===== config.mk =====
export PLATFORM = sky130hd
export DESIGN_NAME = cdr_lock_ctrl
export DESIGN_NICKNAME = d
export VERILOG_FILES = /design/src/rtl/cdr_lock_ctrl.sv
export SDC_FILE = /design/constraint.sdc
export NUM_CORES = 1
export LEC_CHECK = 0
export CAP_MARGIN = 20
export CORE_MARGIN = 3
export CORE_UTILIZATION = 55
export CTS_BUF_LIST = sky130_fd_sc_hd__clkbuf_8
export DETAILED_ROUTE_END_ITERATION = 7
export PLACE_DENSITY = 0.77
export SYNTH_ARGS = -nofsm -noshare
export SYNTH_HDL_FRONTEND = slang
export SYNTH_SLANG_ARGS = --single-unit

===== constraint.sdc =====
create_clock -name clk_200M -period 3.7 [get_ports clk_200M]
set_input_delay 0.74 -clock clk_200M [delete_from_list [all_inputs] [get_ports clk_200M]]
set_output_delay 0.74 -clock clk_200M [all_outputs]
set_load 0.05 [all_outputs]

===== src/rtl/cdr_lock_ctrl.sv =====
// cdr_lock_ctrl: lock sequencer for the bit-clock recovery path (clk_200M domain).
// Define CDR_LOCK_STATS_EN to add the edge_errs bad-edge counter output.
module cdr_lock_ctrl #(
  parameter int unsigned ACQ_EDGES    = 16,
  parameter int unsigned VERIFY_EDGES = 32,
  parameter int unsigned TOL          = 2,
  parameter int unsigned MIN_PERIOD   = 4,
  parameter logic [15:0] MAX_PERIOD   = 16'd800,
  parameter int unsigned ERR_MAX      = 8,
  parameter logic [15:0] LOS_CYCLES   = 16'd4000
) (
  input  logic        clk_200M,
  input  logic        rst,
  input  logic        signal,
  input  logic [15:0] period_est,
  output logic        est_clear,
  output logic        est_freeze,
  output logic        locked,
  output logic [15:0] period_lock,
  output logic        lol,
  output logic [2:0]  state
`ifdef CDR_LOCK_STATS_EN
  ,
  output logic [15:0] edge_errs
`endif
);

  localparam int unsigned PW      = 16;
  localparam int unsigned CNT_MAX = (ACQ_EDGES > VERIFY_EDGES) ? ACQ_EDGES : VERIFY_EDGES;
  localparam int unsigned CW      = $clog2(CNT_MAX + 1);
  localparam int unsigned EW      = $clog2(ERR_MAX + 3);
  localparam logic [PW-1:0] TOL_W = PW'(TOL);
  localparam logic [PW-1:0] MIN_W = PW'(MIN_PERIOD);
  localparam logic [PW-1:0] SAT_W = '1;

  typedef enum logic [2:0] {
    ST_CLEAR  = 3'd0,
    ST_ACQ    = 3'd1,
    ST_VERIFY = 3'd2,
    ST_LOCKED = 3'd3,
    ST_HOLD   = 3'd4
  } state_t;

  state_t        r_state, w_state_nxt;
  logic          r_sig_d;
  logic [PW-1:0] r_gap, w_gap_nxt;
  logic [PW-1:0] r_phase, w_phase_run, w_phase_nxt;
  logic [PW-1:0] r_pe_d;
  logic [PW-1:0] r_period_lock, w_period_lock_nxt;
  logic [CW-1:0] r_cnt, w_cnt_nxt;
  logic [EW-1:0] r_err, w_err_nxt;
  logic          r_est_freeze, r_locked, r_lol, w_lol_nxt;
  logic          w_edge, w_good, w_bad, w_gap_full, w_los;

  // Edge classification uses the phase before this cycle's clear.
  assign w_edge      = signal ^ r_sig_d;
  assign w_good      = w_edge && ((r_phase <= TOL_W) || (r_phase >= r_period_lock - TOL_W));
  assign w_bad       = w_edge && !w_good;
  assign w_gap_full  = !w_edge && (r_gap == SAT_W);
  assign w_los       = !w_edge && (r_gap >= LOS_CYCLES);
  assign w_gap_nxt   = w_edge ? '0 : ((r_gap == SAT_W) ? r_gap : r_gap + PW'(1));
  assign w_phase_run = w_edge ? '0 :
                       ((r_phase == r_period_lock - PW'(1)) ? '0 : r_phase + PW'(1));

  always_comb begin
    w_state_nxt       = r_state;
    w_cnt_nxt         = r_cnt;
    w_err_nxt         = r_err;
    w_phase_nxt       = w_phase_run;
    w_period_lock_nxt = r_period_lock;
    w_lol_nxt         = 1'b0;
    case (r_state)
      ST_CLEAR: w_state_nxt = ST_ACQ;
      ST_ACQ: begin
        if (period_est != r_pe_d) w_cnt_nxt = '0;
        else if (w_edge)          w_cnt_nxt = r_cnt + CW'(1);
        if (w_cnt_nxt == CW'(ACQ_EDGES)) begin
          if ((period_est >= MIN_W) && (period_est <= MAX_PERIOD)) begin
            w_state_nxt       = ST_VERIFY;
            w_period_lock_nxt = period_est;
            w_phase_nxt       = '0;
          end else begin
            w_state_nxt = ST_CLEAR;
          end
        end
      end
      ST_VERIFY: begin
        if (w_bad || w_gap_full) begin
          w_state_nxt = ST_CLEAR;
        end else if (w_good) begin
          w_cnt_nxt = r_cnt + CW'(1);
          if (w_cnt_nxt == CW'(VERIFY_EDGES)) w_state_nxt = ST_LOCKED;
        end
      end
      ST_LOCKED: begin
        if (w_bad)                      w_err_nxt = r_err + EW'(2);
        else if (w_good && r_err != '0) w_err_nxt = r_err - EW'(1);
        // Error-score loss of lock takes priority over loss of signal.
        if (w_err_nxt >= EW'(ERR_MAX)) begin
          w_lol_nxt   = 1'b1;
          w_state_nxt = ST_CLEAR;
        end else if (w_los) begin
          w_state_nxt = ST_HOLD;
        end
      end
      ST_HOLD: begin
        if (w_good) begin
          w_state_nxt = ST_LOCKED;
        end else if (w_bad || w_gap_full) begin
          w_lol_nxt   = 1'b1;
          w_state_nxt = ST_CLEAR;
        end
      end
      default: w_state_nxt = ST_CLEAR;
    endcase
    if (w_state_nxt != r_state) begin
      w_cnt_nxt = '0;
      w_err_nxt = '0;
    end
  end

  always_ff @(posedge clk_200M or posedge rst) begin
    if (rst) begin
      r_state       <= ST_CLEAR;
      r_sig_d       <= 1'b0;
      r_gap         <= '0;
      r_phase       <= '0;
      r_pe_d        <= '0;
      r_period_lock <= '0;
      r_cnt         <= '0;
      r_err         <= '0;
      r_est_freeze  <= 1'b0;
      r_locked      <= 1'b0;
      r_lol         <= 1'b0;
    end else begin
      r_state       <= w_state_nxt;
      r_sig_d       <= signal;
      r_gap         <= w_gap_nxt;
      r_phase       <= w_phase_nxt;
      r_pe_d        <= period_est;
      r_period_lock <= w_period_lock_nxt;
      r_cnt         <= w_cnt_nxt;
      r_err         <= w_err_nxt;
      r_est_freeze  <= (w_state_nxt == ST_VERIFY) || (w_state_nxt == ST_LOCKED) ||
                       (w_state_nxt == ST_HOLD);
      r_locked      <= (w_state_nxt == ST_LOCKED);
      r_lol         <= w_lol_nxt;
    end
  end

`ifdef CDR_LOCK_STATS_EN
  logic [PW-1:0] r_edge_errs;

  // Survives relocks; only rst clears it.
  always_ff @(posedge clk_200M or posedge rst) begin
    if (rst) begin
      r_edge_errs <= '0;
    end else if (w_bad && ((r_state == ST_LOCKED) || (r_state == ST_HOLD)) &&
                 (r_edge_errs != SAT_W)) begin
      r_edge_errs <= r_edge_errs + PW'(1);
    end
  end

  assign edge_errs = r_edge_errs;
`endif

  assign est_clear   = (r_state == ST_CLEAR);
  assign est_freeze  = r_est_freeze;
  assign locked      = r_locked;
  assign period_lock = r_period_lock;
  assign lol         = r_lol;
  assign state       = r_state;

endmodule


==> results.ini <==
[clocking]
htree_num_levels = 3
cts_max_path_buffers = 2
root_buffer = sky130_fd_sc_hd__clkbuf_8
clock_sinks = 81
clkTransAtPathRegs_ns = 0.08
cts_tree = yes
clk-insertion-delay-late_ns = 0.36
cts_inserted_buffers = 9
cts_hold_buf = 0

[placement]
placement.cell_area_mm2 = 0.00630
gp_congestion = 0.885
portBuffers = 41
pre_cts_ws_ns = -0.125
estimated_wirelength_of_the_detail_placed_design_um = 9880

[layout]
final_nets = 722
area_delta_synth_final_pct = 25.6
final_common_cell = sky130_fd_sc_hd__dfrtp_1
n_antenna_cell = 0
layout.cell_area.non_filler_mm2 = 0.00672
layout-drive-gt1-share = 0.200
layout.core_utilization = 0.720
num-fill-cells = 697
final_cell_mix = sky130_fd_sc_hd__dfrtp_1 (73), sky130_fd_sc_hd__buf_4 (57), sky130_fd_sc_hd__nor2_1 (48)

[global_route]
globalRouteMet2Util = 0.408
globalRouteMet1Util = 0.343
grt_first_pass_wirelength_um = 22700
antenna_violations_before_repair = 0
grt_pass1_vias = 4785
grt_start_max_net_pins = 34
grt_overflow = 0
grt_resource_usage_total = 0.253
grt_util_met3 = 0.0476
grt_most_used_layer = met2

[synth]
ys_dominant_reg_cell = sky130_fd_sc_hd__dfrtp_1
netlist_area_mm2 = 0.00535
postSynth.asyncResetShare = 1.00
count_of_cell_types_in_the_netlist = 63
synth-seq-area-share = 0.379
avgSynthCellArea_um2 = 9.14
number_of_enable_flip_flop_cells_after_synthesis = 0
synth_seq_cells = 81
cells_after_synth = 585
synthesis.yosys.warnings = 0
mappedNetlistNets = 631

[timing]
finalClockSkew_ns = 0.0116
layout_min_cycle_time_ns = 3.76
timing_max_transition_violations_final = 0
achievable-frequency_ghz = 0.266
setup_ws_ns = -0.0609
worst_slew_pin_slew_ns = 0.763
final.hold.worst_slack_ns = 0.528
fin_crit_sh = 1.02
final-hold-violation-count = 0
max_slew_headroom = 0.478
grt_setup_unrepaired = yes
setup_viol = 11

[critical_path]
timing.critical_path.fanout_max = 4
cp_data_arrival_time_ns = 4.02
worst-endpoint-required_ns = 3.96
cp-start-kind = flip-flop
crit_path_end_kind = flip-flop
setup.worst_path.class = reg -> reg

[outcome]
violations = negative setup slack
status = finished with violations

[pwr]
power.share.combinational = 0.367
leakage_power_total_nw = 2.83
switching_share = 0.377
power_switching_mw = 0.953
power.ir.vdd_worst_v = 0.000251
p_int_mw = 1.57
power_density_mw_per_mm2 = 376
total_power_consumption_of_the_routed_design_mw = 2.52
power_frac_seq = 0.401
clock_power_share = 0.232

[die]
initial_utilization = 0.573
dieWidth_um = 105
io_pins = 42
placement_rows = 35
core_mm2 = 0.00933
fp.dieH_um = 105
fp.dieArea_mm2 = 0.0109

[drt]
via_count = 4891
post_drt_wl_per_cell_um = 17.0
vias_per_cell = 6.04
antenna_violating_nets_post_route = 0
first_iter_violations = 414
drc = 0
totalWireLength_um = 13800
drt_pre_antenna_iters = 5

[hold_path]
min_path_type = reg -> reg

[flow_run]
drv_cap = 0

[state kept, by name, summed over array words and instances (netlist names), 3 cells and up]
signal	flops
period_lock	16
r_pe_d	16
r_err	4
state	3
r_phase	16
r_gap	16
r_cnt	6
[cell usage after synthesis, drive strengths merged (7+ instances only)]
cell type	number	area, um^2
nor3	25	130
a21oi	17	85.1
nand2	41	154
ha	27	338
xor2	33	289
dfrtp	81	2030
or3	11	68.8
and2	10	62.6
nand3	27	135
a2111oi	7	98.8
o21ai	29	145
buf	8	53.8
nor2	49	184
a31oi	8	50.1
clkbuf	16	61.3
nor4	31	194
nand4	16	100
and3	12	75.1
xnor2	41	359
mux2	7	78.8
inv	17	63.8
[worst max-delay path: stages (launching register included)]
cell                       delay, ns
sky130_fd_sc_hd__dfrtp_2        0.45
sky130_fd_sc_hd__nor4_4         0.29
sky130_fd_sc_hd__nand4_1        0.21
sky130_fd_sc_hd__nand2b_4       0.20
sky130_fd_sc_hd__nor3_2         0.12
sky130_fd_sc_hd__xnor2_1        0.09
sky130_fd_sc_hd__ha_1           0.32
sky130_fd_sc_hd__nand4_1        0.14
sky130_fd_sc_hd__or4_4          0.47
sky130_fd_sc_hd__a221o_1        0.34
sky130_fd_sc_hd__a311oi_2       0.38
sky130_fd_sc_hd__a21oi_2        0.08
sky130_fd_sc_hd__a211o_1        0.33
sky130_fd_sc_hd__or2_4          0.23
[metal layers]
metal  vias to the layer above  routed length (um)
met5                         -                   0
met4                         0                 278
met3                        30                 715
met2                       154                6590
met1                      2393                6230
li1                       2314                   -
[power by group through the flow]
stage	sequential, mW	combinational (mW)	clock (mW)
2_1_floorplan	1.08	0.496	0
3_3_place_gp	1.02	0.779	0
3_5_place_dp	1.02	0.792	0
4_1_cts	1.01	0.864	0.596
5_1_grt	1.02	0.997	0.631
6_report	1.01	0.926	0.585
[what timing repair did]
action / in CTS / in global routing
endpoints found under the setup margin: 11 / 13
gates cloned: 0 / 0
buffers inserted: 9 / 6
pin swaps: 12 / 17
resized for setup: 12 / 19
[per-stage QoR]
stage / TNS [ns] / instances
finish: -0.261 / 810
global route: -1.99 / 810
CTS: -0.0334 / 805
detailed placement: -1.25 / 780
global placement: -0.297 / 780
floorplan: -1.39 / 585
[logic make-up after synthesis]
group,Yosys count,synth area share
compound gates,100,0.136
xor+xnor,74,0.121
fa+ha+maj,27,0.0632
buf+inv,42,0.0342
flops,81,0.379
mux,11,0.0222
simple gates,250,0.244
[final timing paths]
path,startpoint,to,slack (ns),cells past startpoint
worst min-delay path,r_phase[0]$_DFF_PP0_,r_phase[0]$_DFF_PP0_,0.53,1
worst max-delay path,period_lock[9]$_DFFE_PP0P_,est_freeze$_DFF_PP0_,-0.06,13
worst min register to register,r_phase[0]$_DFF_PP0_,r_phase[0]$_DFF_PP0_,0.53,1
worst max register to register,period_lock[9]$_DFFE_PP0P_,est_freeze$_DFF_PP0_,-0.06,13
max in group asynchronous,rst,r_phase[8]$_DFF_PP0_,2.06,4
min in group asynchronous,rst,r_pe_d[10]$_DFF_PP0_,0.72,2
[final cells by class]
cell class	instances	area, um^2	area share
multi-input cells	462	3360	0.501
inverters	18	68.8	0.0102
clock inverters	6	35.0	0.00522
clock buffers	10	138	0.0205
well taps	129	161	0.0240
flip-flops and latches	81	2040	0.303
repair buffers	104	915	0.136
Power figures use the tool's default switching activity.
